--- src/rtl/crc_three_pkg.sv ---
// Shared constants, deserializer state type and the 3-bit CRC function
// for the serial CRC receive checker.
package crc_three_pkg;

  localparam int DATA_W = 3;
  localparam int CRC_W  = 4;
  localparam int CW_W   = 7;

  typedef enum logic {
    ST_IDLE,
    ST_SHIFT
  } deser_state_e;

  function automatic logic [CRC_W-1:0] crc_three_calc(
    input logic [DATA_W-1:0] data
  );
    return {data[2] ^ data[1],
            data[1] ^ data[0],
            data[2] ^ data[1] ^ data[0],
            data[2] ^ data[0]};
  endfunction

endpackage

--- src/rtl/crc_three_rx_if.sv ---
// Serial-in / result-out bundle of the CRC receive checker.
// slave is the checker side, master the link/consumer side.
interface crc_three_rx_if
  import crc_three_pkg::*;
#(
  parameter int ERR_CNT_W = 8
) ();

  logic                 i_bit_valid;
  logic                 i_bit;
  logic                 i_sof;
  logic                 i_ready;
  logic                 o_valid;
  logic [DATA_W-1:0]    o_data;
  logic [CRC_W-1:0]     o_syndrome;
  logic                 o_crc_ok;
  logic                 o_frame_err;
  logic                 o_overrun;
  logic [ERR_CNT_W-1:0] o_err_cnt;

  modport slave (
    input  i_bit_valid, i_bit, i_sof, i_ready,
    output o_valid, o_data, o_syndrome, o_crc_ok,
    output o_frame_err, o_overrun, o_err_cnt
  );

  modport master (
    output i_bit_valid, i_bit, i_sof, i_ready,
    input  o_valid, o_data, o_syndrome, o_crc_ok,
    input  o_frame_err, o_overrun, o_err_cnt
  );

endinterface

--- src/rtl/crc_three_deser.sv ---
// Bit counter, shift register and SOF/abort FSM. o_cw/o_done are
// combinational so the result can be captured on the bit-6 edge.
module crc_three_deser
  import crc_three_pkg::*;
#(
  parameter bit MSB_FIRST = 1'b1
) (
  input  logic            i_clk,
  input  logic            i_rst,
  input  logic            i_bit_valid,
  input  logic            i_bit,
  input  logic            i_sof,
  output logic [CW_W-1:0] o_cw,
  output logic            o_done,
  output logic            o_frame_err
);

  deser_state_e    state_q, state_d;
  logic [2:0]      cnt_q, cnt_d;
  logic [CW_W-1:0] sh_q, sh_d;
  logic            ferr_q, ferr_d;
  logic            sof_hit, bit_hit;
  logic [2:0]      idx, pos;

  assign sof_hit = i_bit_valid && i_sof;
  assign bit_hit = i_bit_valid && !i_sof
                && (state_q == ST_SHIFT);
  assign idx = sof_hit ? 3'd0 : cnt_q;
  assign pos = MSB_FIRST ? (3'(CW_W - 1) - idx) : idx;

  always_comb begin
    state_d = state_q;
    cnt_d   = cnt_q;
    sh_d    = sh_q;
    ferr_d  = 1'b0;
    o_done  = 1'b0;
    unique case (1'b1)
      sof_hit: begin
        ferr_d    = (state_q == ST_SHIFT);
        sh_d      = '0;
        sh_d[pos] = i_bit;
        cnt_d     = 3'd1;
        state_d   = ST_SHIFT;
      end
      bit_hit: begin
        sh_d[pos] = i_bit;
        if (cnt_q == 3'(CW_W - 1)) begin
          o_done  = 1'b1;
          cnt_d   = 3'd0;
          state_d = ST_IDLE;
        end else begin
          cnt_d = cnt_q + 3'd1;
        end
      end
      default: ;
    endcase
  end

  always_ff @(posedge i_clk or posedge i_rst) begin
    if (i_rst) begin
      state_q <= ST_IDLE;
      cnt_q   <= '0;
      sh_q    <= '0;
      ferr_q  <= 1'b0;
    end else begin
      state_q <= state_d;
      cnt_q   <= cnt_d;
      sh_q    <= sh_d;
      ferr_q  <= ferr_d;
    end
  end

  assign o_cw        = sh_d;
  assign o_frame_err = ferr_q;

endmodule

--- src/rtl/crc_three_rx.sv ---
// Serial CRC receive checker: CRC compare, 1-entry result buffer,
// overrun detection and saturating error counter.
module crc_three_rx
  import crc_three_pkg::*;
#(
  parameter bit MSB_FIRST = 1'b1,
  parameter int ERR_CNT_W = 8
) (
  input  logic           i_clk,
  input  logic           i_rst,
  crc_three_rx_if.slave  bus
);

  logic [CW_W-1:0]      cw;
  logic                 done;
  logic                 frame_err;
  logic [CRC_W-1:0]     syn;
  logic                 accept;

  logic                 valid_q, valid_d;
  logic [DATA_W-1:0]    data_q, data_d;
  logic [CRC_W-1:0]     syn_q, syn_d;
  logic                 ok_q, ok_d;
  logic                 ovr_q, ovr_d;
  logic [ERR_CNT_W-1:0] err_q, err_d;

  crc_three_deser #(
    .MSB_FIRST (MSB_FIRST)
  ) u_deser (
    .i_clk       (i_clk),
    .i_rst       (i_rst),
    .i_bit_valid (bus.i_bit_valid),
    .i_bit       (bus.i_bit),
    .i_sof       (bus.i_sof),
    .o_cw        (cw),
    .o_done      (done),
    .o_frame_err (frame_err)
  );

  assign syn = cw[CRC_W-1:0]
             ^ crc_three_calc(cw[CW_W-1:CRC_W]);
  assign accept = valid_q && bus.i_ready;

  always_comb begin
    valid_d = valid_q;
    data_d  = data_q;
    syn_d   = syn_q;
    ok_d    = ok_q;
    ovr_d   = 1'b0;
    err_d   = err_q;
    // A result leaving on this edge frees the slot for a new one
    if (done) begin
      if (!valid_q || bus.i_ready) begin
        valid_d = 1'b1;
        data_d  = cw[CW_W-1:CRC_W];
        syn_d   = syn;
        ok_d    = (syn == '0);
      end else begin
        ovr_d = 1'b1;
      end
    end else if (accept) begin
      valid_d = 1'b0;
    end
    if (accept && !ok_q && (err_q != '1)) begin
      err_d = err_q + ERR_CNT_W'(1);
    end
  end

  always_ff @(posedge i_clk or posedge i_rst) begin
    if (i_rst) begin
      valid_q <= 1'b0;
      data_q  <= '0;
      syn_q   <= '0;
      ok_q    <= 1'b0;
      ovr_q   <= 1'b0;
      err_q   <= '0;
    end else begin
      valid_q <= valid_d;
      data_q  <= data_d;
      syn_q   <= syn_d;
      ok_q    <= ok_d;
      ovr_q   <= ovr_d;
      err_q   <= err_d;
    end
  end

  assign bus.o_valid     = valid_q;
  assign bus.o_data      = data_q;
  assign bus.o_syndrome  = syn_q;
  assign bus.o_crc_ok    = ok_q;
  assign bus.o_frame_err = frame_err;
  assign bus.o_overrun   = ovr_q;
  assign bus.o_err_cnt   = err_q;

endmodule
--- src/flat_wrapper.sv ---
// flat-port wrapper written by rule: the top's interface ports become plain ports
module crc_three_rx_flat import crc_three_pkg::*;
#(
  parameter bit MSB_FIRST = 1'b1,
  parameter int ERR_CNT_W = 8
)
  (i_clk, i_rst, bus_i_bit_valid, bus_i_bit, bus_i_sof, bus_i_ready, bus_o_valid, bus_o_data, bus_o_syndrome, bus_o_crc_ok, bus_o_frame_err, bus_o_overrun, bus_o_err_cnt);
  crc_three_rx_if #(.ERR_CNT_W(ERR_CNT_W)) bus_i ();
  input  logic i_clk;
  input  logic i_rst;
  input wire logic [$bits(bus_i.i_bit_valid)-1:0] bus_i_bit_valid;
  input wire logic [$bits(bus_i.i_bit)-1:0] bus_i_bit;
  input wire logic [$bits(bus_i.i_sof)-1:0] bus_i_sof;
  input wire logic [$bits(bus_i.i_ready)-1:0] bus_i_ready;
  output wire logic [$bits(bus_i.o_valid)-1:0] bus_o_valid;
  output wire logic [$bits(bus_i.o_data)-1:0] bus_o_data;
  output wire logic [$bits(bus_i.o_syndrome)-1:0] bus_o_syndrome;
  output wire logic [$bits(bus_i.o_crc_ok)-1:0] bus_o_crc_ok;
  output wire logic [$bits(bus_i.o_frame_err)-1:0] bus_o_frame_err;
  output wire logic [$bits(bus_i.o_overrun)-1:0] bus_o_overrun;
  output wire logic [$bits(bus_i.o_err_cnt)-1:0] bus_o_err_cnt;
  assign bus_i.i_bit_valid = bus_i_bit_valid;
  assign bus_i.i_bit = bus_i_bit;
  assign bus_i.i_sof = bus_i_sof;
  assign bus_i.i_ready = bus_i_ready;
  assign bus_o_valid = bus_i.o_valid;
  assign bus_o_data = bus_i.o_data;
  assign bus_o_syndrome = bus_i.o_syndrome;
  assign bus_o_crc_ok = bus_i.o_crc_ok;
  assign bus_o_frame_err = bus_i.o_frame_err;
  assign bus_o_overrun = bus_i.o_overrun;
  assign bus_o_err_cnt = bus_i.o_err_cnt;
  crc_three_rx #(.MSB_FIRST(MSB_FIRST), .ERR_CNT_W(ERR_CNT_W)) u_core (.i_clk(i_clk), .i_rst(i_rst), .bus(bus_i));
endmodule
--- config.mk ---
export PLATFORM = sky130hd
export DESIGN_NAME = crc_three_rx_flat
export DESIGN_NICKNAME = d
export VERILOG_FILES = /design/src/rtl/crc_three_pkg.sv /design/src/rtl/crc_three_rx_if.sv /design/src/rtl/crc_three_deser.sv /design/src/rtl/crc_three_rx.sv /design/src/flat_wrapper.sv
export SDC_FILE = /design/constraint.sdc
export NUM_CORES = 1
export LEC_CHECK = 0
export ABC_CLOCK_PERIOD_IN_PS = 3000
export CORE_UTILIZATION = 49
export DETAILED_ROUTE_END_ITERATION = 6
export GPL_ROUTABILITY_DRIVEN = 0
export HOLD_SLACK_MARGIN = 0.12
export PLACE_DENSITY = 0.88
export SYNTH_ARGS = -nofsm -noshare
export SYNTH_HDL_FRONTEND = slang
export SYNTH_HIERARCHICAL = 1
export SYNTH_SLANG_ARGS = --single-unit
--- constraint.sdc ---
create_clock -name i_clk -period 3 [get_ports i_clk]
set_input_delay 0.3 -clock i_clk [delete_from_list [all_inputs] [get_ports i_clk]]
set_output_delay 0.3 -clock i_clk [all_outputs]
set_load 0.05 [all_outputs]
==> qor.yml <==
clock_tree:
  clk_latency_ns: 0.32
  cts_tree: "built"
  cts_root_buffer: "clkbuf_4"
  cts_buffer_depth: 2
  cts-buffers-inserted: 5
  clock_sinks: 30
  clk_pin_slew_ns: 0.09
  htree_levels: 2
  ctsHoldBuffers: 0
  cts_setup_buffers: 0
drt:
  viasPerCell: 5.37
  ant_nets: 0
  drc: 0
  drt-wirelength-per-cell_um: 12.7
  wirelength_mm: 3.43
  vias: 1451
  dr.pass1.iters: 4
  drtIter0Drc: 122
sta:
  finClkSkew_ns: 0.00949
  fmax_mhz: 353
  timing.hold.ws_ns: 0.309
  setup_slack_ns: 0.163
  finalCriticalPeriod_ns: 2.84
  slew_headroom: 0.540
  hold_viol: 0
  rsz0062_at_grt: "no"
  worstMarginPinSlew_ns: 0.690
  setup-violations-final: 0
  finalMaxSlewViolations: 0
  fin_crit_sh: 0.946
global_route:
  grt_max_degree: 19
  grt_usage: 0.199
  grt-ovfl-total: 0
  grt_antenna_before_repair: 0
  grt_pass1_vias: 1388
  grt_first_pass_wirelength_mm: 6.13
worst_setup_path:
  cp_data_arrival_time_ns: 3.08
  cp-end-kind: "register"
  crit_required_ns: 3.25
  worstSetupPathType: "reg -> reg"
  startpoint: "u_core/u_deser/cnt_q[0]"
  worstReg2RegEnd: "u_core/bus.o_crc_ok"
  r2r-start: "u_core/u_deser/cnt_q[0]"
  r2r_slack_ns: 0.16
  crit_fanout: 5
  start_kind: "register"
  reg2regPathDepth: 11
job:
  maxCapViolCount: 0
final_layout:
  finalInstanceArea_um2: 2280
  fin_nets: 231
  diodes: 0
  drive_gt1_frac: 0.259
  syn_to_final_growth_pct: 28.6
  nFillCells: 263
synth:
  seq_area_frac_synth: 0.424
  synth_top_area_share: 0.424
  synth_edf_count: 0
  yosys_warnings: 6
  syn_nets: 182
  ys_ff_latch: 30
  async_flop_share: 1.00
  synthDistinctLibCells: 50
  yosysTopAreaCell: "dfrtp_1"
  ys_top_cells_by_area: "dfrtp_1, xnor2_1, mux2_2"
  synth_area_per_cell_um2: 10.2
  synthFlopType: "dfrtp_1"
  synthesis.area_um2: 1770
  synth_cells: 174
floorplan:
  start_util: 0.522
  ios: 25
  die_h_um: 62.1
  dieArea_um2: 3860
  core_area_um2: 3390
  die_x_um: 62.1
  rows: 21
place:
  hpwl_mm: 2.59
  pre_cts_slack_ns: -0.384
  port_buffers: 24
  dpl_cell_area_um2: 2210
power_and_ir_drop:
  power_density_nw_per_um2: 664
  leakagePower_uw: 0.00103
  ir_drop_uv: 375
worst_hold_path:
  hold_class: "in -> async"
outcome:
  status: "completed"
==> area by class of cell <==
class / instances / area, µm² / area share
clock buffers: 7 / 55.1 / 0.0242
clock inverters: 1 / 5.00 / 0.00220
inverters: 5 / 18.8 / 0.00824
multi-input cells: 129 / 942 / 0.414
flip-flops and latches: 30 / 751 / 0.330
well taps: 46 / 57.6 / 0.0253
repair buffers: 52 / 448 / 0.197
==> cells by family (layout without fill, tap and decap cells) <==
logic type | Yosys count | count (layout) | synth area share
AOI/OAI and AO/OA | 33 | 33 | 0.135
adders and majority gates | 2 | 2 | 0.0141
xor gates and xnor gates | 14 | 14 | 0.0693
and+or+nand+nor | 66 | 66 | 0.210
buffers and inverters | 15 | 65 | 0.0558
muxes | 14 | 14 | 0.0919
DFF | 30 | 30 | 0.424
==> registers in the layout, summed over array words and instances (netlist names) <==
| register | cells |
|---|---|
| u_core/bus.o_syndrome | 4 |
| u_core/u_deser/sh_q | 7 |
| u_core/bus.o_valid | 1 |
| u_core/bus.o_crc_ok | 1 |
| u_core/bus.o_data | 3 |
| u_core/bus.o_err_cnt | 8 |
| u_core/u_deser/cnt_q | 3 |
| u_core/u_deser/state_q | 1 |
| u_core/bus.o_overrun | 1 |
| u_core/u_deser/o_frame_err | 1 |
==> worst max path at each step <==
stage	endpoint	slack [ns]	depth (start not counted)
final	u_core/bus.o_crc_ok	0.16	11
after global routing	u_core/bus.o_crc_ok	0.0005	11
after CTS	u_core/bus.o_crc_ok	0.13	11
after detailed placement	u_core/bus.o_crc_ok	-0.38	13
after global placement	u_core/bus.o_crc_ok	-0.33	13
after floorplan	u_core/bus.o_crc_ok	0.004	13
==> stage by stage <==
step                setup TNS (ns)   util  cells  total power, µW
detailed placement           -1.07  0.651    262             1270
CTS                              0  0.670    270             1530
finish                           0  0.672    270             1510
global route                     0  0.672    270             1620
floorplan                        0      -    174             1030
global placement            -0.804  0.651    262             1260
==> power by group <==
group          total [µW]  internal (µW)  switching, µW
registers             526            475           51.4
logic                 742            363            379
clock network         244            113            131
total                1510            951            561
==> metal layers <==
layer	track usage	up-vias	wire [µm]
met5	0	-	0
met4	0.0727	0	38
met3	0.0404	5	102
met2	0.328	23	1680
met1	0.258	702	1610
li1	-	721	-
==> synth_stat cells, drive strengths merged (3+ instances only) <==
| library cell | instances |
|---|---|
| mux2i | 5 |
| xnor2 | 11 |
| o2bb2ai | 4 |
| o211ai | 5 |
| inv | 5 |
| a21oi | 6 |
| buf | 8 |
| nand4 | 4 |
| o21ai | 8 |
| nor2 | 6 |
| dfrtp | 30 |
| nand3 | 5 |
| mux2 | 8 |
| and3 | 3 |
| xor2 | 3 |
| nand2b | 5 |
| and2 | 3 |
| nand2 | 22 |
==> timing repair <==
action / CTS / global route
setup endpoints to repair: 1 / 1
pin swaps: 0 / 0
gates resized for setup: 3 / 2
==> worst max-delay path: stages, from the launching register on <==
cell and delay, ns:
dfrtp_1 0.39, a21boi_2 0.17, ha_2 0.21, xnor2_2 0.15, and4bb_1 0.30, mux2i_1 0.18
o2bb2ai_1 0.16, buf_4 0.17, or3_1 0.29, a21o_1 0.17, mux4_2 0.43, o21ai_1 0.14
==> placed cells by master, fill, tap and decap left out, drive strengths merged, types with 2 or more instances in the layout <==
cell           netlist  routed
o21ai                8       8
clkdlybuf4s50        0      22
mux2                 8       8
o21a                 2       2
dlygate4sd2          0       2
nand2               22      22
and3b                2       2
nand3                5       5
dfrtp               30      30
xor2                 3       3
inv                  5       5
ha                   2       2
and3                 3       3
nand4                4       4
o2bb2ai              4       4
o211ai               5       5
and2                 3       3
o31ai                2       2
nand3b               2       2
or3                  2       2
nor3b                2       2
buf                  8      28
nor3                 2       2
nor2                 6       6
a21oi                6       6
clkbuf               2       7
nand2b               5       5
xnor2               11      11
mux2i                5       5
or4                  2       2
No activity file was read; power rests on OpenSTA's default activity.
